===== config.mk =====
export PLATFORM = sky130hd
export DESIGN_NAME = pll_rst_seq
export DESIGN_NICKNAME = d
export VERILOG_FILES = /design/src/rtl/vid_clk_pkg.sv /design/src/rtl/sync_2ff.sv /design/src/rtl/pll_rst_seq.sv
export SDC_FILE = /design/constraint.sdc
export NUM_CORES = 1
export LEC_CHECK = 0
export ABC_AREA = 1
export CAP_MARGIN = 20
export CORE_AREA = 2 2 62 64
export CTS_CLUSTER_DIAMETER = 80
export DETAILED_ROUTE_END_ITERATION = 10
export DIE_AREA = 0 0 64 66
export PLACE_DENSITY_LB_ADDON = 0.08
export SYNTH_ARGS = -nofsm -noshare
export SYNTH_HDL_FRONTEND = slang
export SYNTH_SLANG_ARGS = --single-unit

===== constraint.sdc =====
create_clock -name clkin -period 2.1 [get_ports clkin]
set_input_delay 0.42 -clock clkin [delete_from_list [all_inputs] [get_ports clkin]]
set_output_delay 0.42 -clock clkin [all_outputs]
set_load 0.02 [all_outputs]

===== src/rtl/vid_clk_pkg.sv =====
// Shared types and default timing constants for the video clock domain
// controllers (PLL reset sequencing and related clock-crossing helpers).
package vid_clk_pkg;

    typedef enum logic [2:0] {
        S_PRST  = 3'd0,
        S_WAIT  = 3'd1,
        S_STAB  = 3'd2,
        S_RUN   = 3'd3,
        S_FAULT = 3'd4
    } pll_state_e;

    localparam int unsigned DEF_PLL_RST_CYC  = 16;
    localparam int unsigned DEF_LOCK_TIMEOUT = 50000;
    localparam int unsigned DEF_STABLE_CYC   = 1024;
    localparam int unsigned DEF_MAX_RETRY    = 7;
    localparam int unsigned RETRY_W          = 4;

    function automatic int unsigned max3(input int unsigned a, input int unsigned b,
                                         input int unsigned c);
        int unsigned m;
        m = (a > b) ? a : b;
        return (m > c) ? m : c;
    endfunction

endpackage


===== src/rtl/sync_2ff.sv =====
// Two-flop synchronizer for a single asynchronous level, synchronous reset to 0.
module sync_2ff (
    input  logic clk,
    input  logic rst,
    input  logic d,
    output logic q
);

    logic meta_q;
    logic sync_q;

    always_ff @(posedge clk) begin
        if (rst) begin
            meta_q <= 1'b0;
            sync_q <= 1'b0;
        end else begin
            meta_q <= d;
            sync_q <= meta_q;
        end
    end

    assign q = sync_q;

endmodule


===== src/rtl/pll_rst_seq.sv =====
// PLL reset/lock sequencer: pulses PLL reset, waits for lock with timeout and
// bounded retries, qualifies lock stability, then releases downstream reset.
module pll_rst_seq
    import vid_clk_pkg::*;
#(
    parameter int unsigned PLL_RST_CYC  = DEF_PLL_RST_CYC,
    parameter int unsigned LOCK_TIMEOUT = DEF_LOCK_TIMEOUT,
    parameter int unsigned STABLE_CYC   = DEF_STABLE_CYC,
    parameter int unsigned MAX_RETRY    = DEF_MAX_RETRY
) (
    input  logic               clkin,
    input  logic               reset,
    input  logic               pll_lock_i,
    output logic               pll_reset_o,
    output logic               pix_rst_o,
    output logic               ready_o,
    output logic               fault_o,
    output logic [RETRY_W-1:0] retry_cnt_o
);

    localparam int unsigned CNT_W = $clog2(max3(LOCK_TIMEOUT, STABLE_CYC, PLL_RST_CYC) + 1);

    localparam logic [CNT_W-1:0]   RST_LAST  = CNT_W'(PLL_RST_CYC - 1);
    localparam logic [CNT_W-1:0]   WAIT_LAST = CNT_W'(LOCK_TIMEOUT - 1);
    localparam logic [CNT_W-1:0]   STAB_LAST = CNT_W'(STABLE_CYC - 1);
    localparam logic [RETRY_W-1:0] RETRY_MAX = RETRY_W'(MAX_RETRY);

    pll_state_e         state_q, state_d;
    logic [CNT_W-1:0]   cnt_q, cnt_d;
    logic [RETRY_W-1:0] retry_q, retry_d;
    logic               lock_s;

    sync_2ff u_lock_sync (
        .clk (clkin),
        .rst (reset),
        .d   (pll_lock_i),
        .q   (lock_s)
    );

    always_ff @(posedge clkin) begin
        if (reset) begin
            state_q <= S_PRST;
            cnt_q   <= '0;
            retry_q <= '0;
        end else begin
            state_q <= state_d;
            cnt_q   <= cnt_d;
            retry_q <= retry_d;
        end
    end

    // The shared counter restarts from zero on every state change.
    always_comb begin
        state_d = state_q;
        cnt_d   = cnt_q + 1'b1;
        retry_d = retry_q;
        unique case (state_q)
            S_PRST: begin
                if (cnt_q == RST_LAST) begin
                    state_d = S_WAIT;
                    cnt_d   = '0;
                end
            end
            S_WAIT: begin
                if (lock_s) begin
                    state_d = S_STAB;
                    cnt_d   = '0;
                end else if (cnt_q == WAIT_LAST) begin
                    cnt_d   = '0;
                    retry_d = retry_q + 1'b1;
                    state_d = (retry_d == RETRY_MAX) ? S_FAULT : S_PRST;
                end
            end
            S_STAB: begin
                if (!lock_s) begin
                    state_d = S_WAIT;
                    cnt_d   = '0;
                end else if (cnt_q == STAB_LAST) begin
                    state_d = S_RUN;
                    cnt_d   = '0;
                    retry_d = '0;
                end
            end
            S_RUN: begin
                cnt_d = '0;
                if (!lock_s) begin
                    state_d = S_PRST;
                end
            end
            S_FAULT: begin
                cnt_d = '0;
            end
            default: begin
                state_d = S_PRST;
                cnt_d   = '0;
            end
        endcase
    end

    always_comb begin
        pll_reset_o = (state_q == S_PRST) || (state_q == S_FAULT);
        ready_o     = (state_q == S_RUN);
        pix_rst_o   = (state_q != S_RUN);
        fault_o     = (state_q == S_FAULT);
        retry_cnt_o = retry_q;
    end

endmodule


==> impl_metrics.tcl, run 1 <==
set metrics [dict create \
    first_pass_iters 4 \
    relSlewSlack 0.8192 \
    fillers 364 \
    gr-total-overflow 0 \
    die-height_um 66 \
    timing_hold_violations_final 0 \
    placed_area_um2 1516 \
    grt_setup_unrepaired "no" \
    detail_route.wirelength.met1_um 1316 \
    cts-root-to-sink-buffers 2 \
    number_of_max_slew_violations_in_the_final_report 0 \
    track_usage 0.1448 \
    status "finished clean" \
    cts_hold_repair.buffers 0 \
    rrSetupSlack_ps 390 \
    holdPathStages 2 \
    synthesis_stage_register_bit_count 25 \
    mean_number_of_vias_per_cell 4.412 \
    critical_path.endpoint "fault_o" \
    synth-seq-area-share 0.3670 \
    met3_length_um 67 \
    worst_setup_path_startpoint "state_q[0]$_SDFFE_PP0P_" \
    critPathSlowestCell "clkdlybuf4s50_1" \
    vdd_drop_max_mv 0.4113 \
    reg2regPathDepth 9 \
    synth-warning-count 0 \
    post_route_cells_drive_above_1_share 0.09906 \
    chipWidth_um 64 \
    synth_top_cells_by_area "dfxtp_1 37%, nor2_1 12%, nand2_1 12%" \
    multi_input_area_um2 733.2 \
    clock-root-buffer "clkbuf_4" \
    port_buffers 10 \
    max-cap-violations 0 \
    wire_per_inst_um 9.604 \
    timing.critical_path.cells "nor2_1 -> nand2_1 -> inv_1 -> clkdlybuf4s50_1" \
    gp_congestion 0.8129 \
    design.die.area_um2 4224 \
    path_class "flop to output pin" \
    final_cell_area_excluding_filler_cells_um2 1549 \
    final.setup_skew_ps 5.576 \
    placement_rows 22 \
    core_um2 3551 \
    timing.critical_path.required_ps 1680 \
    crit_path_max_fanout 4 \
    total_power_uw 1487 \
    routed-wl-met2_um 1068 \
    grt_pass1_wl_um 4809 \
    top_level_ports 11 \
    yosysTopAreaCell "dfxtp_1" \
    cts_sinks 25 \
    initial_utilization 0.3841 \
    top_layer "met4" \
    post_synth_design_cell_area_um2 1364 \
    detail_placement_hpwl_um 1996 \
    worst_setup_hold_path_clk_slew_ps 130 \
    clk_latency_ps 330 \
    route.final.wire_length_um 2497 \
    post_layout_nonfiller_instances 260 \
    rr_endpoint "cnt_q[3]$_SDFF_PP0_" \
    final_setup_tns_ps 0 \
    timing.critical_path.from_type "flop" \
    fmax_mhz 503.3 \
    syn_nets 205 \
    synth_cells 199 \
    leakagePower_uw 0.0006918 \
    post-route-drc-count 0 \
    ys_types 27 \
    placed_cells 256 \
    cts-htree-levels 1 \
    cts_tree "built" \
    worstHoldPathType "flop to flop" \
    worst_setup_path_end_kind "output pin" \
    power_per_cell_area_nw_per_um2 960.0 \
    grt_start_max_net_pins 15 \
    regArea_um2 500.5 \
    antenna_found_initial 0 \
    timing.critical_path.buf_inv 2 \
    rr_startpoint "cnt_q[0]$_SDFF_PP0_" \
    synthToLayoutAreaGrowth_pct 13.58 \
    cp.arrival_ps 1570 \
    post-route-period-util 0.9462 \
    final-setup-viol-count 0 \
    via_count 1147 \
    grt_pass1_vias 1160 \
    final.min_clock_period_ps 1987 \
    synthesis.area_per_instance_um2 6.853 \
    post-synth-top-area-fraction 0.3670 \
    drt_iter0_drcs 71 \
    cts_inserted_buffers 3 \
    post-route-util 0.4362 \
    worstSetupPathDepth 4 \
    timing_worst_slew_pin_value_ps 270.3 \
    final_antenna_net_count 0 \
    critPathTopFamily "buffers and inverters" \
    antenna_cells_inserted 0 \
    critical-path-max-stage-delay_ps 590 \
    fin_nets 219 \
]
-- sequential cells by signal, indices dropped and copies added, names as in the netlist --
register	cells
cnt_q	16
retry_cnt_o	4
u_lock_sync.meta_q	1
state_q	3
u_lock_sync.q	1
-- worst min-delay path, stage by stage (launching register included) --
cell,delay (ps)
dfxtp_1,320
inv_1,40
nor2_1,30
-- stage by stage --
| step | setup slack (ps) | hold WS [ps] |
|---|---|---|
| after floorplan | 435.8 | 388.3 |
| after global placement | 349.2 | 397.3 |
| after detailed placement | 294.0 | 397.0 |
| after CTS | 68.35 | 416.3 |
| after global routing | 15.56 | 469.7 |
| final | 113.0 | 415.8 |
-- what timing repair did --
item	CTS	global route
buffers inserted	0	0
gates resized for setup	2	1
endpoints found under the setup margin	2	1
-- layer usage --
metal | vias up | GRT usage
li1 | 632 | -
met1 | 496 | 0.1834
met2 | 14 | 0.2396
met3 | 5 | 0.02555
met4 | 0 | 0.06522
met5 | - | 0
-- layout by cell type (no fill, tap or decap), types with 2 or more instances in the layout --
cell and count:
nand4_1 2, dfxtp_1 25, a21oi_1 2, nor2_1 44
nand2_1 43, nor3_2 2, nor2_2 3, inv_1 32
nor3b_1 2, nor3_1 4, nand3_2 6, clkdlybuf4s50_1 8
o21ai_1 4, xor2_1 7, clkbuf_4 3, ha_1 3
nand3_1 5, xnor2_1 4
-- worst min path at each step --
stage | startpoint | slack, ps | endpoint
after floorplan | u_lock_sync.meta_q$_SDFF_PP0_ | 390 | u_lock_sync.q$_SDFF_PP0_
after detailed placement | u_lock_sync.meta_q$_SDFF_PP0_ | 400 | u_lock_sync.q$_SDFF_PP0_
after global routing | u_lock_sync.meta_q$_SDFF_PP0_ | 470 | u_lock_sync.q$_SDFF_PP0_
after CTS | u_lock_sync.meta_q$_SDFF_PP0_ | 420 | u_lock_sync.q$_SDFF_PP0_
final | u_lock_sync.meta_q$_SDFF_PP0_ | 420 | u_lock_sync.q$_SDFF_PP0_
after global placement | u_lock_sync.meta_q$_SDFF_PP0_ | 400 | u_lock_sync.q$_SDFF_PP0_
-- area by class of cell --
| class | count | share of cell area |
|---|---|---|
| Inverter | 32 | 0.07754 |
| Sequential cell | 25 | 0.3231 |
| Timing Repair Buffer | 11 | 0.07027 |
| Tap cell | 48 | 0.03877 |
| Clock buffer | 4 | 0.01696 |
| Multi-Input combinational cell | 140 | 0.4733 |
-- where the power goes --
part | switching (µW) | internal [µW] | total (µW) | leakage (µW)
combinational | 404 | 252 | 656 | 0.000474
clock | 147 | 74.6 | 222 | 0.0000150
sequential | 67.2 | 541 | 609 | 0.000203
-- Yosys cell counts, drive strengths merged --
cell type / count
dfxtp: 25
nand2: 44
o21ai: 5
xor2: 7
nor2: 48
a21oi: 3
nand4: 3
ha: 3
o22ai: 1
or2: 3
nor3: 6
xnor2: 4
inv: 32
clkbuf: 1
nand3: 11
buf: 1
nor3b: 2
-- cell families after synthesis --
kind of cell / count (synthesis) / synth area share
AOI/OAI and AO/OA: 9 / 0.03670
buffers and inverters: 34 / 0.09908
DFF: 25 / 0.3670
adders and majority gates: 3 / 0.02753
and+or+nand+nor: 117 / 0.3991
xor gates and xnor gates: 11 / 0.07064
Power figures use the tool's default switching activity.
==> run 2, diff against run 1 <==
Settings changed: CORE_AREA 2 2 62 64 to 2 2 57 69, DIE_AREA 0 0 64 66 to 0 0 59 71, TNS_END_PERCENT set to 10.
==> run 2 against run 1 <==
Effect of this change: core utilization is 0.34 points higher; setup slack gained 60 ps; sequential power about the same; clock power is 27% higher; fmax increased by 3.1%; combinational power barely moved; sequential share of layout area fell by 0.18 points; worst hold slack worse by 3.8 ps; via count increased by 1.0%; clock skew fell by 3.3 ps; global-route usage shrank 0.68 points; count of clock-buffer cells in the layout unchanged.
==> impl_metrics.tcl, run 2 (synthesized netlist as in run 1, its figures left out) <==
set metrics [dict create \
    status "finished clean" \
    route.final.wire_length_um 2534 \
    fin_nets 219 \
    cts_post_setup_buffers_inserted 0 \
    drt_iter0_drcs 30 \
    gp_congestion 0.7381 \
    pre_cts_ws_ps 312.8 \
    final-setup-viol-count 0 \
    grt_pass1_wl_um 4574 \
    relSlewSlack 0.8099 \
    clock-root-buffer "clkbuf_8" \
    final.min_clock_period_ps 1927 \
    leakagePower_uw 0.0007132 \
    cts_tree "built" \
    max-cap-violations 0 \
    first_pass_iters 4 \
    timing.critical_path.required_ps 1680 \
    timing.critical_path.from_type "flop" \
    path_class "flop to output pin" \
    fillers 382 \
    chipWidth_um 59 \
    worstHoldPathType "flop to flop" \
    cts_inserted_buffers 3 \
    final_antenna_net_count 0 \
    die-height_um 71 \
    rrSetupSlack_ps 340 \
    track_usage 0.1380 \
    worst_setup_hold_path_clk_slew_ps 80 \
    worst_setup_path_end_kind "output pin" \
    cts-htree-levels 1 \
    core_um2 3543 \
    vdd_drop_max_mv 0.4698 \
    post_route_cells_drive_above_1_share 0.09906 \
    post-route-drc-count 0 \
    design.die.area_um2 4189 \
    final.setup_skew_ps 2.241 \
    top_level_ports 11 \
    number_of_max_slew_violations_in_the_final_report 0 \
    largest_reg_flops 16 \
    setup_slack_ps 173.3 \
    mostFrequentLayoutCell "nor2_1" \
    mean_number_of_vias_per_cell 4.618 \
    power_per_cell_area_nw_per_um2 995.7 \
    placed_area_um2 1505 \
    post-route-period-util 0.9175 \
    post-route-util 0.4396 \
    detail_route.wirelength.met1_um 1098 \
    initial_utilization 0.3849 \
    top_layer "met4" \
    final_setup_tns_ps 0 \
    clk_latency_ps 260 \
    crit_path_max_fanout 4 \
    antenna_found_initial 0 \
    cts_hold_repair.buffers 0 \
    grt_pass1_vias 1166 \
    cts_sinks 25 \
    synthToLayoutAreaGrowth_pct 14.22 \
    layout.cells.most_common_list "44 x nor2_1, 43 x nand2_1, 32 x inv_1" \
    grt_setup_unrepaired "no" \
    detail_placement_hpwl_um 2050 \
    timing_worst_slew_pin_value_ps 284.1 \
    grt_start_max_net_pins 15 \
    wire_per_inst_um 10.10 \
    met3_length_um 60 \
    routed-wl-met2_um 1355 \
    cts-root-to-sink-buffers 2 \
    cp.arrival_ps 1510 \
    placement_rows 24 \
    via_count 1159 \
    post_cts_resize_count 0 \
    fmax_mhz 519.0 \
    gr-total-overflow 0 \
    antenna_cells_inserted 0 \
    total_power_uw 1551 \
    port_buffers 10 \
    largest-register "cnt_q" \
    final_cell_area_excluding_filler_cells_um2 1558 \
    timing_hold_violations_final 0 \
]
[run 2: cell type report]
type,count,area (µm²),share of cell area
Clock buffer,4,45.04,0.02892
Inverter,32,120.1,0.07711
Multi-Input combinational cell,140,733.2,0.4707
Sequential cell,25,500.5,0.3213
Tap cell,39,48.80,0.03133
Timing Repair Buffer,11,110.1,0.07068
[run 2: worst paths after layout]
kind | cells after the start | to | startpoint
worst max-delay path | 4 | pix_rst_o | state_q[1]$_SDFFE_PP0P_
worst min register to register | 2 | u_lock_sync.q$_SDFF_PP0_ | u_lock_sync.meta_q$_SDFF_PP0_
worst min-delay path | 2 | u_lock_sync.q$_SDFF_PP0_ | u_lock_sync.meta_q$_SDFF_PP0_
worst max register to register | 9 | cnt_q[3]$_SDFF_PP0_ | cnt_q[0]$_SDFF_PP0_
[run 2: through the flow]
stage	hold WS, ps	std cells
3_3_place_gp	391.5	247
2_1_floorplan	388.3	199
3_5_place_dp	402.2	247
4_1_cts	414.7	251
5_1_grt	433.2	251
6_report	412.0	251
[run 2: where the power goes]
group	internal, µW	switching [µW]	total [µW]
clock network	135	147	283
registers	541	67.7	609
logic	253	406	659
total	930	621	1550
[run 2: layer usage]
metal	up-vias	global-route usage
met5	-	0
met4	0	0.04545
met3	2	0.02377
met2	10	0.2617
met1	517	0.1488
li1	630	-
[run 2: worst max-delay path, cell delays in order, from the launching register on]
cell and delay, ps:
dfxtp_1 360, inv_1 90, nor3_2 210, inv_1 60, clkdlybuf4s50_1 530
==> run 3, diff against run 2 <==
Settings changed: CORE_AREA 2 2 57 69 to 3 3 58 70, DIE_AREA 0 0 59 71 to 0 0 61 73.
==> run 3 against run 2 <==
Effect of this change: cell count is 0.80% lower; first-iteration DRC count is 97% higher; non-clock buffer count stayed put; wire length is 1.1% lower; clock skew is 3.5 ps higher; cell area is 0.16% lower; sequential share of layout area is 0.052 points higher; clock power hardly changed; largest cell class unchanged; highest routed layer unchanged.
==> impl_metrics.tcl, run 3 (synthesized netlist as in run 1, its figures left out) <==
set metrics [dict create \
    largest_reg_flops 16 \
    mean_number_of_vias_per_cell 4.635 \
    timing_hold_violations_final 0 \
    final_antenna_net_count 0 \
    final.min_clock_period_ps 1922 \
    initial_utilization 0.3982 \
    clock-root-buffer "clkbuf_8" \
    gr-total-overflow 0 \
    worst_setup_path_end_kind "output pin" \
    mostFrequentLayoutCell "nor2_1" \
    crit_path_max_fanout 4 \
    final.setup_skew_ps 5.708 \
    status "finished clean" \
    synthToLayoutAreaGrowth_pct 14.04 \
    clk_latency_ps 270 \
    timing.critical_path.from_type "flop" \
    chipWidth_um 61 \
    design.die.area_um2 4453 \
    fillers 356 \
    first_pass_iters 4 \
    max-cap-violations 0 \
    worst_setup_hold_path_clk_slew_ps 90 \
    holdPathStages 2 \
    post_route_cells_drive_above_1_share 0.09906 \
    hp-start "u_lock_sync.meta_q$_SDFF_PP0_" \
    route.final.wire_length_um 2505 \
    cts_hold_repair.buffers 0 \
    power_per_cell_area_nw_per_um2 996.2 \
    final_setup_tns_ps 0 \
    rrSetupSlack_ps 390 \
    drt_iter0_drcs 59 \
    antenna_cells_inserted 0 \
    multi_input_area_um2 733.2 \
    grt_pass1_wl_um 4823 \
    fin_worst_hold_slack_ps 412.9 \
    worst_hold_path.endpoint "u_lock_sync.q$_SDFF_PP0_" \
    fmax_mhz 520.4 \
    worstHoldPathType "flop to flop" \
    detail_placement_hpwl_um 1996 \
    cts-root-to-sink-buffers 2 \
    die-height_um 73 \
    antenna_found_initial 0 \
    largest-register "cnt_q" \
    leakagePower_uw 0.0007132 \
    timing_worst_slew_pin_value_ps 296.7 \
    layout.cells.most_common_list "44 x nor2_1, 43 x nand2_1, 32 x inv_1" \
    post-route-util 0.4541 \
    final-setup-viol-count 0 \
    placed_area_um2 1503 \
    rr_startpoint "cnt_q[0]$_SDFF_PP0_" \
    path_class "flop to output pin" \
    final_cell_area_excluding_filler_cells_um2 1555 \
    regArea_um2 500.5 \
    post-route-period-util 0.9150 \
    critical-path-max-stage-delay_ps 530 \
    cts_post_setup_buffers_inserted 0 \
    track_usage 0.1380 \
    timing.critical_path.cells "inv_1 -> nor3_2 -> inv_1 -> clkdlybuf4s50_1" \
    via_count 1154 \
    vdd_drop_max_mv 0.5683 \
    grt_start_max_net_pins 15 \
    timing.critical_path.required_ps 1680 \
    critPathSlowestCell "clkdlybuf4s50_1" \
    wire_per_inst_um 10.06 \
    port_buffers 10 \
    grt_setup_unrepaired "no" \
    number_of_max_slew_violations_in_the_final_report 0 \
    core_um2 3425 \
    cts-htree-levels 1 \
    gp_congestion 0.8142 \
    reg2regPathDepth 9 \
    cts_sinks 25 \
    rr_endpoint "cnt_q[3]$_SDFF_PP0_" \
    post-route-drc-count 0 \
    top_level_ports 11 \
    cts_inserted_buffers 3 \
    relSlewSlack 0.8015 \
    placement_rows 23 \
    cts_tree "built" \
    fin_nets 219 \
    critPathMostFrequentCell "inv_1" \
    cp.arrival_ps 1500 \
    grt_pass1_vias 1205 \
]
==> run 3: cell counts in the layout (fill, tap and decap cells not counted) <==
No cell type changed its count.
==> run 3: worst max path at each step <==
| stage | startpoint | endpoint | slack (ps) |
|---|---|---|---|
| after global routing | state_q[1]$_SDFFE_PP0P_ | pix_rst_o | 100 |
| after detailed placement | state_q[1]$_SDFFE_PP0P_ | ready_o | 320 |
| final | state_q[1]$_SDFFE_PP0P_ | pix_rst_o | 180 |
| after floorplan | state_q[1]$_SDFFE_PP0P_ | pix_rst_o | 440 |
| after CTS | state_q[1]$_SDFFE_PP0P_ | ready_o | 10 |
| after global placement | state_q[1]$_SDFFE_PP0P_ | ready_o | 350 |
==> run 3: metal layers <==
| layer | vias to the layer above | wire length [µm] | global-route usage |
|---|---|---|---|
| li1 | 629 | - | - |
| met1 | 507 | 1118 | 0.1692 |
| met2 | 13 | 1279 | 0.2390 |
| met3 | 5 | 69 | 0.02478 |
| met4 | 0 | 37 | 0.04337 |
| met5 | - | 0 | 0 |
==> run 3: cell type report <==
type / instances / share of cell area
clock buffers: 4 / 0.02896
inverters: 32 / 0.07723
multi-input cells: 140 / 0.4714
flip-flops and latches: 25 / 0.3218
well taps: 37 / 0.02977
repair buffers: 11 / 0.07080
==> run 3: worst max-delay path: cells and delay by family (launching register included) <==
kind | cells | cell delay, ps
flip-flops | 1 | 350
AND/OR/NAND/NOR | 1 | 200
buffers and inverters | 3 | 680
==> run 3: power breakdown <==
part / switching [µW] / internal (µW)
combinational: 403 / 253
sequential: 66.4 / 541
clock: 150 / 136
total: 619 / 930
==> run 3: metrics by stage <==
stage	total power, µW	worst slack (ps)	std cells
floorplan	1095	435.8	199
global placement	1268	345.8	245
detailed placement	1281	316.7	245
CTS	1573	11.30	249
global route	1699	99.57	249
finish	1549	178.5	249
==> run 3: repair_timing <==
| action | 4_1_cts | 5_1_grt |
|---|---|---|
| hold endpoints to repair | 0 | 0 |
| resized for setup | 0 | 2 |
| endpoints found under the setup margin | 0 | 2 |
